==> src/rtl/mlp_serial_sched_if.sv <==
// rtl/mlp_serial_sched_if.sv - config, input and result handshake bundle for mlp_serial_sched
// MLP_SCORE_OUT_EN adds the out_score result field.
interface mlp_serial_sched_if #(
  parameter int N_IN = 21,
  parameter int IN_W = 4
);
  logic                   cfg_we;
  logic [6:0]             cfg_addr;
  logic [15:0]            cfg_wdata;
  logic                   cfg_err;
  logic                   in_valid;
  logic                   in_ready;
  logic [N_IN*IN_W-1:0]   inp;
  logic                   out_valid;
  logic                   out_ready;
  logic [1:0]             out_class;
  logic                   busy;
`ifdef MLP_SCORE_OUT_EN
  logic [24:0]            out_score;
`endif

  modport slave (
    input  cfg_we, cfg_addr, cfg_wdata, in_valid, inp, out_ready,
    output cfg_err, in_ready, out_valid, out_class, busy
`ifdef MLP_SCORE_OUT_EN
    , output out_score
`endif
  );

  modport master (
    output cfg_we, cfg_addr, cfg_wdata, in_valid, inp, out_ready,
    input  cfg_err, in_ready, out_valid, out_class, busy
`ifdef MLP_SCORE_OUT_EN
    , input out_score
`endif
  );
endinterface

==> src/rtl/mlp_serial_sched.sv <==
// rtl/mlp_serial_sched.sv - serial single-MAC scheduler for a 21-3-3 MLP with argmax output
// Optional MLP_SCORE_OUT_EN exposes the winning ReLU'd score on out_score.
module mlp_serial_sched #(
  parameter int N_IN  = 21,
  parameter int N_HID = 3,
  parameter int N_OUT = 3,
  parameter int IN_W  = 4,
  parameter int W_W   = 8,
  parameter int B0_W  = 12,
  parameter int B1_W  = 13,
  parameter int ACC_W = 48
) (
  input  logic                clk,
  input  logic                rst_n,
  mlp_serial_sched_if.slave   bus
);
  localparam int A_W1  = N_HID * N_IN;
  localparam int A_B0  = A_W1 + N_OUT * N_HID;
  localparam int A_B1  = A_B0 + N_HID;
  localparam int A_END = A_B1 + N_OUT;
  localparam int I_W   = $clog2(N_IN);
  localparam int J_W   = $clog2((N_HID > N_OUT) ? N_HID : N_OUT);
  localparam int W0_AW = $clog2(N_HID * N_IN);
  localparam int W1_AW = $clog2(N_OUT * N_HID);

  typedef enum logic [2:0] {S_IDLE, S_L0, S_L1, S_ARGMAX, S_DONE} state_t;
  state_t r_state, w_state_nxt;

  logic signed [W_W-1:0]  r_w0 [N_HID*N_IN];
  logic signed [W_W-1:0]  r_w1 [N_OUT*N_HID];
  logic signed [B0_W-1:0] r_b0 [N_HID];
  logic signed [B1_W-1:0] r_b1 [N_OUT];
  logic [31:0]            r_h  [N_HID];
  logic [31:0]            r_s  [N_OUT];
  logic [N_IN*IN_W-1:0]   r_x;
  logic [I_W-1:0]         r_i;
  logic [J_W-1:0]         r_j;
  logic signed [ACC_W-1:0] r_acc, w_opx, w_opw, w_base, w_acc_nxt;
  logic [31:0]            w_relu, w_best;
  logic [1:0]             r_class, w_class;
  logic                   r_out_valid, r_cfg_err, w_last_i, w_last_j, w_cfg_bad;
`ifdef MLP_SCORE_OUT_EN
  logic [24:0]            r_score;
`endif

  always_comb begin
    w_opx  = '0;
    w_opw  = '0;
    w_base = r_acc;
    if (r_state == S_L1) begin
      w_opx = ACC_W'(r_h[r_i[J_W-1:0]]);
      w_opw = ACC_W'(r_w1[W1_AW'(int'(r_j) * N_HID + int'(r_i))]);
      if (r_i == '0) w_base = ACC_W'(r_b1[r_j]);
    end else begin
      w_opx = ACC_W'(r_x[r_i*IN_W +: IN_W]);
      w_opw = ACC_W'(r_w0[W0_AW'(int'(r_j) * N_IN + int'(r_i))]);
      if (r_i == '0) w_base = ACC_W'(r_b0[r_j]);
    end
    w_acc_nxt = w_base + w_opx * w_opw;
    w_relu    = w_acc_nxt[ACC_W-1] ? 32'd0 : w_acc_nxt[31:0];
  end

  assign w_last_i  = (r_state == S_L1) ? (r_i == I_W'(N_HID - 1)) : (r_i == I_W'(N_IN - 1));
  assign w_last_j  = (r_state == S_L1) ? (r_j == J_W'(N_OUT - 1)) : (r_j == J_W'(N_HID - 1));
  assign w_cfg_bad = (r_state != S_IDLE) || (int'(bus.cfg_addr) >= A_END);

  // Strict > keeps the lower index on ties; all-zero scores resolve to class 0.
  always_comb begin
    w_class = 2'd0;
    w_best  = r_s[0];
    if (r_s[1] > w_best) begin
      w_class = 2'd1;
      w_best  = r_s[1];
    end
    if (r_s[2] > w_best) begin
      w_class = 2'd2;
      w_best  = r_s[2];
    end
  end

  always_ff @(posedge clk or negedge rst_n) begin
    if (!rst_n) r_state <= S_IDLE;
    else        r_state <= w_state_nxt;
  end

  always_comb begin
    w_state_nxt = r_state;
    unique case (r_state)
      S_IDLE:   if (bus.in_valid) w_state_nxt = S_L0;
      S_L0:     if (w_last_i && w_last_j) w_state_nxt = S_L1;
      S_L1:     if (w_last_i && w_last_j) w_state_nxt = S_ARGMAX;
      S_ARGMAX: w_state_nxt = S_DONE;
      S_DONE:   if (bus.out_ready) w_state_nxt = S_IDLE;
      default:  w_state_nxt = S_IDLE;
    endcase
  end

  always_ff @(posedge clk or negedge rst_n) begin
    if (!rst_n) begin
      for (int n = 0; n < N_HID*N_IN; n++)  r_w0[n] <= '0;
      for (int n = 0; n < N_OUT*N_HID; n++) r_w1[n] <= '0;
      for (int n = 0; n < N_HID; n++) begin r_b0[n] <= '0; r_h[n] <= '0; end
      for (int n = 0; n < N_OUT; n++) begin r_b1[n] <= '0; r_s[n] <= '0; end
      r_x         <= '0;
      r_i         <= '0;
      r_j         <= '0;
      r_acc       <= '0;
      r_class     <= '0;
      r_out_valid <= 1'b0;
      r_cfg_err   <= 1'b0;
`ifdef MLP_SCORE_OUT_EN
      r_score     <= '0;
`endif
    end else begin
      r_cfg_err <= bus.cfg_we && w_cfg_bad;
      if (bus.cfg_we && !w_cfg_bad) begin
        if (int'(bus.cfg_addr) < A_W1)
          r_w0[bus.cfg_addr[W0_AW-1:0]] <= bus.cfg_wdata[W_W-1:0];
        else if (int'(bus.cfg_addr) < A_B0)
          r_w1[W1_AW'(int'(bus.cfg_addr) - A_W1)] <= bus.cfg_wdata[W_W-1:0];
        else if (int'(bus.cfg_addr) < A_B1)
          r_b0[J_W'(int'(bus.cfg_addr) - A_B0)] <= bus.cfg_wdata[B0_W-1:0];
        else
          r_b1[J_W'(int'(bus.cfg_addr) - A_B1)] <= bus.cfg_wdata[B1_W-1:0];
      end
      unique case (r_state)
        S_IDLE: if (bus.in_valid) begin
          r_x <= bus.inp;
          r_i <= '0;
          r_j <= '0;
        end
        S_L0, S_L1: begin
          r_acc <= w_acc_nxt;
          if (w_last_i) begin
            r_i <= '0;
            r_j <= w_last_j ? '0 : r_j + 1'b1;
            if (r_state == S_L0) r_h[r_j] <= w_relu;
            else                 r_s[r_j] <= w_relu;
          end else begin
            r_i <= r_i + 1'b1;
          end
        end
        S_ARGMAX: begin
          r_class     <= w_class;
          r_out_valid <= 1'b1;
`ifdef MLP_SCORE_OUT_EN
          r_score     <= w_best[24:0];
`endif
        end
        S_DONE: if (bus.out_ready) r_out_valid <= 1'b0;
        default: ;
      endcase
    end
  end

  logic w_unused;
  assign w_unused = ^{w_acc_nxt[ACC_W-2:32], bus.cfg_wdata[15:B1_W]};

  assign bus.cfg_err   = r_cfg_err;
  assign bus.in_ready  = (r_state == S_IDLE);
  assign bus.busy      = (r_state != S_IDLE);
  assign bus.out_valid = r_out_valid;
  assign bus.out_class = r_class;
`ifdef MLP_SCORE_OUT_EN
  assign bus.out_score = r_score;
`endif
endmodule

==> src/flat_wrapper.sv <==
// flat-port wrapper written by rule: the top's interface ports become plain ports
module mlp_serial_sched_flat 
#(
  parameter int N_IN  = 21,
  parameter int N_HID = 3,
  parameter int N_OUT = 3,
  parameter int IN_W  = 4,
  parameter int W_W   = 8,
  parameter int B0_W  = 12,
  parameter int B1_W  = 13,
  parameter int ACC_W = 48
)
  (clk, rst_n, bus_cfg_we, bus_cfg_addr, bus_cfg_wdata, bus_in_valid, bus_inp, bus_out_ready, bus_cfg_err, bus_in_ready, bus_out_valid, bus_out_class, bus_busy);
  mlp_serial_sched_if #(.N_IN(N_IN), .IN_W(IN_W)) bus_i ();
  input  logic clk;
  input  logic rst_n;
  input wire logic [$bits(bus_i.cfg_we)-1:0] bus_cfg_we;
  input wire logic [$bits(bus_i.cfg_addr)-1:0] bus_cfg_addr;
  input wire logic [$bits(bus_i.cfg_wdata)-1:0] bus_cfg_wdata;
  input wire logic [$bits(bus_i.in_valid)-1:0] bus_in_valid;
  input wire logic [$bits(bus_i.inp)-1:0] bus_inp;
  input wire logic [$bits(bus_i.out_ready)-1:0] bus_out_ready;
  output wire logic [$bits(bus_i.cfg_err)-1:0] bus_cfg_err;
  output wire logic [$bits(bus_i.in_ready)-1:0] bus_in_ready;
  output wire logic [$bits(bus_i.out_valid)-1:0] bus_out_valid;
  output wire logic [$bits(bus_i.out_class)-1:0] bus_out_class;
  output wire logic [$bits(bus_i.busy)-1:0] bus_busy;
  assign bus_i.cfg_we = bus_cfg_we;
  assign bus_i.cfg_addr = bus_cfg_addr;
  assign bus_i.cfg_wdata = bus_cfg_wdata;
  assign bus_i.in_valid = bus_in_valid;
  assign bus_i.inp = bus_inp;
  assign bus_i.out_ready = bus_out_ready;
  assign bus_cfg_err = bus_i.cfg_err;
  assign bus_in_ready = bus_i.in_ready;
  assign bus_out_valid = bus_i.out_valid;
  assign bus_out_class = bus_i.out_class;
  assign bus_busy = bus_i.busy;
  mlp_serial_sched #(.N_IN(N_IN), .N_HID(N_HID), .N_OUT(N_OUT), .IN_W(IN_W), .W_W(W_W), .B0_W(B0_W), .B1_W(B1_W), .ACC_W(ACC_W)) u_core (.clk(clk), .rst_n(rst_n), .bus(bus_i));
endmodule
==> config.mk <==
export PLATFORM = sky130hd
export DESIGN_NAME = mlp_serial_sched_flat
export DESIGN_NICKNAME = d
export VERILOG_FILES = /design/src/rtl/mlp_serial_sched_if.sv /design/src/rtl/mlp_serial_sched.sv /design/src/flat_wrapper.sv
export SDC_FILE = /design/constraint.sdc
export NUM_CORES = 2
export LEC_CHECK = 0
export BUFFER_PORTS_ARGS = -buffer_cell sky130_fd_sc_hd__buf_2
export CAP_MARGIN = 0
export CORE_ASPECT_RATIO = 0.8
export CORE_MARGIN = 5
export CORE_UTILIZATION = 30
export DETAILED_ROUTE_END_ITERATION = 10
export SKIP_LAST_GASP = 1
export SLEW_MARGIN = 20
export SYNTH_ARGS = -nofsm -noshare
export SYNTH_HDL_FRONTEND = slang
export SYNTH_SLANG_ARGS = --single-unit
export TNS_END_PERCENT = 100
==> constraint.sdc <==
create_clock -name clk -period 12.35 [get_ports clk]
set_input_delay 1.235 -clock clk [delete_from_list [all_inputs] [get_ports clk]]
set_output_delay 1.235 -clock clk [all_outputs]
set_load 0.005 [all_outputs]
==> impl_metrics.csv <==
group,metric,value,unit
cells_and_area,drive_gt1_share,24.84,%
worst_setup_path,startpoint_type,"flop",
die,die_w,518.9,um
placed_design,place_ws,0.6572,ns
timing,finalHoldViolations,0,
routing,drtIter0Drc,3058,
routing,wl_per_cell,18.85,um
clock_network,cts_buffer_depth,3,
worst_setup_path,crit_type,"reg -> reg",
yosys,synth_seq_cells,989,
yosys,syn_nets,6202,
worst_setup_path,reg2regPathDepth,37,
die,num_rows,149,
yosys,syn_inst,5440,
worst_setup_path,cp_common_cell,"inv_1",
timing,slew_headroom,19.08,%
job,max_cap_violations,0,
yosys,synth_warnings,0,
min_path,min_path_type,"reg -> reg",
routing,wl,155400,um
clock_network,cts_hold_buf,0,
die,initial_core_util,30.15,%
timing,fmax,0.08782,GHz
routing,routed_via_density,4.889,
clock_network,numCtsBuffers,99,
die,die_h,417.1,um
worst_setup_path,max_stage_delay,0.71,ns
cells_and_area,areaGrowthSynthToFinish,11.32,%
timing,fin_skew,0.05316,ns
die,core-area,206200,um^2
worst_setup_path,slowest_stage,"fa_1",
yosys,synth.avg_cell_area,11.43,um^2
timing,rsz0062_at_grt,"no",
routing,vias,40306,
clock_network,cts_tree,"yes",
yosys,async_flop_share,100.0,%
placed_design,dpl.cell_count,8069,
routing,drtAntennaViolNets,0,
cells_and_area,layout_commonest_cell,"dfrtp_1",
clock_network,clk_pin_slew,0.06,ns
clock_network,cts.root.buffer_cell,"clkbuf_16",
cells_and_area,final_net_count,6214,
grt,grt_pass1_vias,42105,
timing,worst_slack,0.9631,ns
clock_network,cts_sinks,989,
cells_and_area,mostFrequentLayoutCells,"dfrtp_1 (987), nand2_1 (733), mux2_2 (642)",
placed_design,gp_congestion,0.8521,
yosys,synth_edf_count,0,
timing,period_minus_slack,11.39,ns
yosys,synth.distinct_cells,73,
worst_setup_path,worstPathRequired,12.95,ns
placed_design,dp_hpwl,113300,um
placed_design,portBuffers,114,
clock_network,cts_max_level,3,
clock_network,cts_setup_buffers,0,
routing,drt-pass1-iter-count,7,
worst_setup_path,end_kind,"flop",
grt,antenna_found_initial,7,
min_path,holdPathStages,0,
clock_network,insertion_delay,0.75,ns
cells_and_area,final_cells,8245,
routing,drc,0,
cells_and_area,final_cell_area,69200,um^2
placed_design,place_area,65960,um^2
status,outcome,"completed",
grt,grt_max_degree,178,
yosys,ys_seq_area_share,39.81,%
grt,overflow,0,
die,pin_count,118,
yosys,syn-cell-area,62160,um^2
timing,setup_viol,0,
grt,grt_usage,14.35,%
worst_setup_path,crit_path_max_fanout,42,
yosys,ys.flop_type,"dfrtp_1",
die,die_area,216500,um^2
timing,fin_crit_sh,92.20,%
grt,grt_pass1_wl,248200,um
worst_setup_path,critPathArrivalTime,11.99,ns
timing,fin_setup_tns,0,ns
timing,tightest_slew,1.201,ns
timing,maxSlewViolCount,0,
[metrics by stage]
| step | util (%) | hold WS, ns |
|---|---|---|
| after floorplan | - | 0.4287 |
| after global placement | 31.99 | 0.3658 |
| after global routing | 33.56 | 0.3924 |
| after CTS | 33.55 | 0.3815 |
| final | 33.56 | 0.3763 |
| after detailed placement | 31.99 | 0.3649 |
[sequential cells by signal, indices dropped and copies added, names as in the netlist, 2 cells and up]
register              count
u_core.r_w0             504
u_core.r_h               96
u_core.r_s               96
u_core.r_x               84
u_core.r_w1              72
u_core.r_acc             48
u_core.r_b1              39
u_core.r_b0              36
u_core.r_i                5
u_core.r_state            3
u_core.bus.out_class      2
u_core.r_j                2
[final timing paths]
check / endpoint / startpoint / slack, ns
max reg2reg: u_core.r_h[59] / u_core.r_j[1] / 0.96
max: u_core.r_h[59] / u_core.r_j[1] / 0.96
max in group asynchronous: u_core.r_w0[160] / rst_n / 9.52
min reg2reg: u_core.r_w1[2] / u_core.r_w1[2] / 0.38
min: u_core.r_w1[2] / u_core.r_w1[2] / 0.38
min in group asynchronous: u_core.r_x[53] / rst_n / 0.53
[metal layers]
metal,global-route usage [%],share of wire [%]
met5,0,0
met2,21.10,43
met4,3.834,2.3
met3,2.926,6.1
met1,21.42,49
[repair_timing]
action | CTS | global route
endpoints found under the hold margin | 0 | 0
gates resized for setup | 0 | 2
setup endpoints to repair | 0 | 37
[logic make-up after synthesis]
family,count (synthesis),share of synthesized area (%)
buffers and inverters,791,4.897
DFF,989,39.81
and+or+nand+nor,1323,9.436
xor gates and xnor gates,105,1.479
AOI/OAI and AO/OA,630,5.839
muxes,941,20.54
adders and majority gates,661,17.99
[worst max-delay path: cells and delay by family, from the launching register on]
family	cells	cell delay (ns)
adders and majority gates	11	5.02
buffers and inverters	10	1.57
AOI/OAI and AO/OA	5	1.31
and+or+nand+nor	6	1.30
xor gates and xnor gates	4	0.90
muxes	1	0.63
DFF	1	0.47
[area by class of cell]
cell class	instances	area, um^2
sequential	989	24750
clock buffer	137	2801
timing repair buffer	223	1465
antenna	4	10.01
tap	2718	3401
clock inverter	35	415.4
inverter	479	1798
multi-input combinational	3660	34550
fill	20512	137000
[cell usage after synthesis (all sizes together) (28+ instances only)]
| cell type | n | share of area [%] |
|---|---|---|
| clkbuf | 251 | 1.5 |
| a21oi | 144 | 1.2 |
| nand4 | 33 | 0.33 |
| buf | 61 | 0.49 |
| mux2i | 90 | 1.4 |
| nand3 | 43 | 0.35 |
| mux2 | 648 | 12 |
| nand2 | 742 | 4.6 |
| inv | 476 | 2.9 |
| xnor2 | 76 | 1.1 |
| mux4 | 203 | 7.4 |
| xor2 | 29 | 0.41 |
| fa | 392 | 13 |
| a21o | 30 | 0.36 |
| or2 | 62 | 0.62 |
| o21ai | 311 | 2.5 |
| nor2b | 28 | 0.28 |
| ha | 258 | 5.2 |
| dfrtp | 989 | 40 |
| nor2 | 274 | 1.8 |
| nand2b | 46 | 0.46 |
Power is left out: the tool's default activity adds up to more than one toggle a clock period on the data nets, which glitch-free logic cannot reach.
